===== config.mk =====
export PLATFORM = sky130hd
export DESIGN_NAME = seq_chunk_adder
export DESIGN_NICKNAME = d
export VERILOG_FILES = /design/src/rtl/seq_chunk_adder.sv
export SDC_FILE = /design/constraint.sdc
export NUM_CORES = 1
export LEC_CHECK = 0
export ABC_AREA = 1
export BUFFER_PORTS_ARGS = -buffer_cell sky130_fd_sc_hd__clkbuf_2
export CAP_MARGIN = 30
export CORE_MARGIN = 3
export CORE_UTILIZATION = 52
export DETAILED_ROUTE_END_ITERATION = 8
export PLACE_DENSITY = 0.75
export SETUP_SLACK_MARGIN = 0.5
export SLEW_MARGIN = 20
export SYNTH_ARGS = -nofsm -noshare
export SYNTH_HDL_FRONTEND = slang
export SYNTH_SLANG_ARGS = --single-unit

===== constraint.sdc =====
create_clock -name clk -period 2.9 [get_ports clk]
set_input_delay 0.435 -clock clk [delete_from_list [all_inputs] [get_ports clk]]
set_output_delay 0.435 -clock clk [all_outputs]
set_load 0.01 [all_outputs]

===== src/rtl/seq_chunk_adder.sv =====
// Multi-cycle adder/subtractor: processes CHUNK bits per clock, LSB chunk first,
// with the inter-chunk carry held in a register. Registered sum/cout/ovf on completion.
//
// state   | meaning
// --------+-----------------------------------------------------------
// ST_IDLE | waiting for start
// ST_RUN  | one chunk added per cycle, cnt_q counts down to the last chunk
// ST_DONE | result valid for one cycle; a new start is accepted here
module seq_chunk_adder #(
  parameter int WIDTH = 16,
  parameter int CHUNK = 4
) (
  input  logic             clk,
  input  logic             rst_n,
  input  logic             start,
  input  logic [WIDTH-1:0] a,
  input  logic [WIDTH-1:0] b,
  input  logic             cin,
  input  logic             sub,
  output logic             busy,
  output logic             done,
  output logic [WIDTH-1:0] sum,
  output logic             cout,
  output logic             ovf
);

  localparam int NCH = WIDTH / CHUNK;
  localparam int CW  = (NCH > 1) ? $clog2(NCH) : 1;

  typedef enum logic [1:0] {
    ST_IDLE = 2'd0,
    ST_RUN  = 2'd1,
    ST_DONE = 2'd2
  } state_t;

  state_t           state_q, state_d;
  logic [WIDTH-1:0] a_q, b_q, acc_q;
  logic             carry_q;
  logic [CW-1:0]    cnt_q;

  logic             accept, last;
  logic [CHUNK:0]   csum;
  logic [WIDTH-1:0] acc_next;
  logic             ovf_next;

  assign accept = start && (state_q != ST_RUN);
  assign last   = (state_q == ST_RUN) && (cnt_q == '0);

  always_ff @(posedge clk or negedge rst_n) begin
    if (!rst_n) state_q <= ST_IDLE;
    else        state_q <= state_d;
  end

  always_comb begin
    state_d = state_q;
    busy    = 1'b0;
    done    = 1'b0;
    case (state_q)
      ST_IDLE: begin
        if (start) state_d = ST_RUN;
      end
      ST_RUN: begin
        busy = 1'b1;
        if (cnt_q == '0) state_d = ST_DONE;
      end
      ST_DONE: begin
        done    = 1'b1;
        state_d = start ? ST_RUN : ST_IDLE;
      end
      default: state_d = ST_IDLE;
    endcase
  end

  // Operands shift right each cycle so the active chunk is always the low CHUNK bits;
  // on the last chunk those bits hold the operand MSBs used for signed overflow.
  assign csum     = {1'b0, a_q[CHUNK-1:0]} + {1'b0, b_q[CHUNK-1:0]} + {{CHUNK{1'b0}}, carry_q};
  assign acc_next = (acc_q >> CHUNK) | (WIDTH'(csum[CHUNK-1:0]) << (WIDTH - CHUNK));
  assign ovf_next = (a_q[CHUNK-1] == b_q[CHUNK-1]) && (csum[CHUNK-1] != a_q[CHUNK-1]);

  always_ff @(posedge clk or negedge rst_n) begin
    if (!rst_n) begin
      a_q     <= '0;
      b_q     <= '0;
      acc_q   <= '0;
      carry_q <= 1'b0;
      cnt_q   <= '0;
      sum     <= '0;
      cout    <= 1'b0;
      ovf     <= 1'b0;
    end else if (accept) begin
      a_q     <= a;
      b_q     <= sub ? ~b : b;
      carry_q <= cin ^ sub;
      cnt_q   <= CW'(NCH - 1);
    end else if (state_q == ST_RUN) begin
      a_q     <= a_q >> CHUNK;
      b_q     <= b_q >> CHUNK;
      carry_q <= csum[CHUNK];
      acc_q   <= acc_next;
      if (last) begin
        sum  <= acc_next;
        cout <= csum[CHUNK];
        ovf  <= ovf_next;
      end else begin
        cnt_q <= cnt_q - CW'(1);
      end
    end
  end

endmodule


==> results.md <==
- The run finished with clean final reports.
- The endpoint type of the worst setup path is an output pin.
- Measured on the finished design, the core utilization comes to a little over three fifths.
- The placed wire-length estimate after detailed placement is 4.28 mm.
- Walking the worst path, the cells encountered are inv_2 > nor2_4 > clkbuf_2.
- For the pin with the worst max-slew slack, the measured transition is between 700 and 800 ps.
- In the routed design, unresolved DRC markers number 0.
- The commonest register cell after synthesis is sky130_fd_sc_hd__dfrtp_1.
- The path category of the worst min-delay check is in2async.
- The total overflow left after global routing is 0.
- In this run, synthesis inferred 0 flip-flops with an integrated enable.
- Dividing the final minimum period by the clock period gives 75.1%.
- The number of nets in the synthesized netlist is 386.
- The all-layer global routing usage is between 20% and 30%.
- The leakage power total is ~0.0019 uW.
- The cell area that synthesis handed to floorplanning was approximately 3100 sq um.
- The number of hold violations in the final report is 0.
- The power per cell area is between 1000 and 1500 nW/um^2.
- After clock tree synthesis, the clock-pin slew on the worst setup and hold paths is about 70 ps.
- The layout has just under 500 filler cells.
- After floorplanning, the core was divided into 27 placement rows.
- The deepest level of the CTS H-tree is 3.
- The via count of the first global-routing pass came to between 2000 and 2500.
- The later pin in the worst-skew pair is clocked with a latency of ~350 ps.
- The initial antenna violation count is 0.
- At the worst endpoint, the required time is between 2000 and 2500 ps.
- In the routed layout, each cell is associated on average with a via count of approximately 5.1.
- The number of clock buffers added by TritonCTS is 9.
- In this run the critical register-to-register path is launched from state_q[0]$_DFFE_PN0P_.
- The weighted congestion reported at the end of routability-driven placement is ~0.93.
- The tree is rooted in a sky130_fd_sc_hd__clkbuf_8.
- The final clock skew is roughly 10 ps.
- A synthesized cell averages slightly below 9 sq um.
- The post-synthesis register bit count is 67.
- The element type at the critical path start is a flop.
- The overall power of the completed layout is around 3700 uW.
- In this run, post-CTS hold repair placed 0 buffers.
- The placed instances occupy a cell area of 3330 sq um.
- Setup violations remaining at the end of the flow were counted as 0.
- In the final layout, the share of cells above drive strength 1 is between 20% and 30%.
- The starting utilization of the core area is a little over half.
- In this design, the largest share of critical-path delay is due to simple AND/OR/NAND/NOR gates.
- The number of port buffers is 56.
- The die height is a little over 80 um.
- The largest driver fanout on the critical path is 34.
- The worst pin sits at a relative slew slack of between 40% and 50%.
- The number of distinct library cells after synthesis is 20.
- Counting instances in the post-synthesis netlist gives the leading cell types as sky130_fd_sc_hd__nand2_1 (152), sky130_fd_sc_hd__dfrtp_1 (67), sky130_fd_sc_hd__nand3_1 (23).
- Synthesis produced a netlist whose cell count is around 340.
- The post-CTS setup repair buffer count is 0.
- TritonCTS built the clock tree.
- The count of pins over their slew limit is 0.
- For the finished layout, the period the worst path requires is 2180 ps.
- The number of top-level pins is between 50 and 60.
- The worst setup path startpoint is state_q[0]$_DFFE_PN0P_.
- The worst IR drop on VDD is approximately 0.44 mV.
- Sorting the synthesized cells by area gives the leading types as sky130_fd_sc_hd__dfrtp_1 (55%), sky130_fd_sc_hd__nand2_1 (19%), sky130_fd_sc_hd__xor2_1 (4.9%).
- Setup repair after global routing left no endpoint under its margin.
- Across the run, the number of max-cap violations was 0.
- The critical path arrival is around 1700 ps.
- The number of design-rule violations left by the first detailed-router iteration is 127.
- The die boundary width is 82.8 um.
- After synthesis, the share of flip-flops with an asynchronous set or reset is 100%.
- The CTS sink count is 67.
- The global-route wire length before repair is 10.5 mm.
- The finished cells cover 3530 sq um.
- The total vias in the final route is about 2400.
- The highest attainable clock frequency is 459 MHz.
- The total wirelength of the detailed-routed design is 6.15 mm.
- The maximum root-to-sink buffer count is 2.
- The core footprint is ~5600 sq um.
- The setup path with the least slack is of type reg2out.
- The delay of the slowest cell on the worst path is between 600 and 700 ps.
- The number of instances resized during post-cts repair is 0.
- Yosys printed 0 warnings.
- The post-route antenna net violation count is 0.
- The number of antenna diodes in the final layout is 0.
- The top cell type by total area after synthesis is sky130_fd_sc_hd__dfrtp_1.
- The cell with the most instances after synthesis is sky130_fd_sc_hd__nand2_1.
- Together, buffers and inverters on the worst path number 2.
- The number of iterations in the first detailed-routing pass is 4.
- Compared with the post-synthesis result, the final layout area differs by 15.1%.
- The detail-routed net length per standard cell is around 13 um.
- The die covers approximately 6900 sq um.
- After routing, the total negative slack on setup checks comes to 0 ps.
- In this run the biggest area consumer among cell types represents between 50 and 60% of the synthesized area.
- The slowest cell on the critical path is sky130_fd_sc_hd__nor2_4.
- Entering global routing, the biggest net connects 35 pins.
- For this run, the register share of the synthesized area comes to 54.7%.
- The number of nets in the layout is roughly 440.
[registers in the layout, summed over array words and instances, names as in the netlist]
register and cells:
sum 16, state_q 2, cnt_q 2, b_q 16
acc_q 12, a_q 16, cout 1, ovf 1
carry_q 1
[cell families (layout without fill, tap and decap cells)]
| kind of cell | count (synthesis) | after routing | synth area share [%] |
|---|---|---|---|
| xor+xnor | 18 | 18 | 5.14 |
| buf+inv | 37 | 97 | 6.61 |
| simple gates | 184 | 184 | 24.7 |
| compound gates | 31 | 31 | 5.96 |
| fa+ha+maj | 6 | 6 | 2.94 |
| flops | 67 | 67 | 54.7 |
[layer usage]
metal	share of wire, %	track usage, %	vias up
met5	0	0	-
met4	2.1	10.1	0
met3	5.8	5.40	11
met2	49	34.9	67
met1	43	24.5	1130
li1	-	-	1191
[metrics by stage]
step / worst slack (ps) / instances / hold WS [ps]
after global routing: 597 / 475 / 28.1
after detailed placement: 1080 / 459 / 381
final: 722 / 475 / 9.68
after global placement: 1100 / 459 / 383
after floorplan: 1370 / 343 / 139
after CTS: 696 / 475 / 8.40
[layout by cell type (no fill, tap or decap), types with 2 or more instances in the layout]
cell type,n
sky130_fd_sc_hd__a21oi_1,2
sky130_fd_sc_hd__buf_4,2
sky130_fd_sc_hd__clkbuf_2,55
sky130_fd_sc_hd__clkbuf_8,10
sky130_fd_sc_hd__clkinv_2,3
sky130_fd_sc_hd__dfrtp_1,67
sky130_fd_sc_hd__fa_1,2
sky130_fd_sc_hd__ha_1,4
sky130_fd_sc_hd__inv_1,19
sky130_fd_sc_hd__inv_2,4
sky130_fd_sc_hd__nand2_1,152
sky130_fd_sc_hd__nand2_4,2
sky130_fd_sc_hd__nand3_1,23
sky130_fd_sc_hd__nor2_1,4
sky130_fd_sc_hd__nor2_4,2
sky130_fd_sc_hd__o211ai_1,10
sky130_fd_sc_hd__o21ai_0,18
sky130_fd_sc_hd__xor2_1,17
[path summary, 6_finish.rpt]
check                                       to  slack, ps  cells after the start
hold reg to reg            a_q[12]$_DFFE_PN0P_        470                      2
setup reg to reg            a_q[1]$_DFFE_PN0P_       1080                      5
max in group asynchronous  a_q[11]$_DFFE_PN0P_       2170                      2
min in group clk           a_q[12]$_DFFE_PN0P_        280                      3
hold / removal              sum[5]$_DFFE_PN0P_         10                      1
setup / recovery                          busy        720                      3
[worst reg2reg max path: cells and delay by family, from the launching register on]
family,cells,cell delay (ps)
simple gates,3,1080
buf+inv,1,70
compound gates,1,90
flops,1,470
[area by class of cell]
| class | instances | area (sq um) | share of cell area [%] |
|---|---|---|---|
| Inverter | 23 | 86.3 | 2.45 |
| Timing Repair Buffer | 58 | 295 | 8.37 |
| Clock inverter | 5 | 52.6 | 1.49 |
| Clock buffer | 11 | 141 | 4.01 |
| Sequential cell | 67 | 1680 | 47.5 |
| Tap cell | 72 | 90.1 | 2.55 |
| Multi-Input combinational cell | 239 | 1190 | 33.6 |
[report_power, final]
group          switching, uW  total [uW]  internal (uW)  leakage [uW]
clock network            347         763            416     0.0000991
registers                230        1580           1350      0.000852
logic                    891        1400            508      0.000929
No activity file was read; power rests on OpenSTA's default activity.
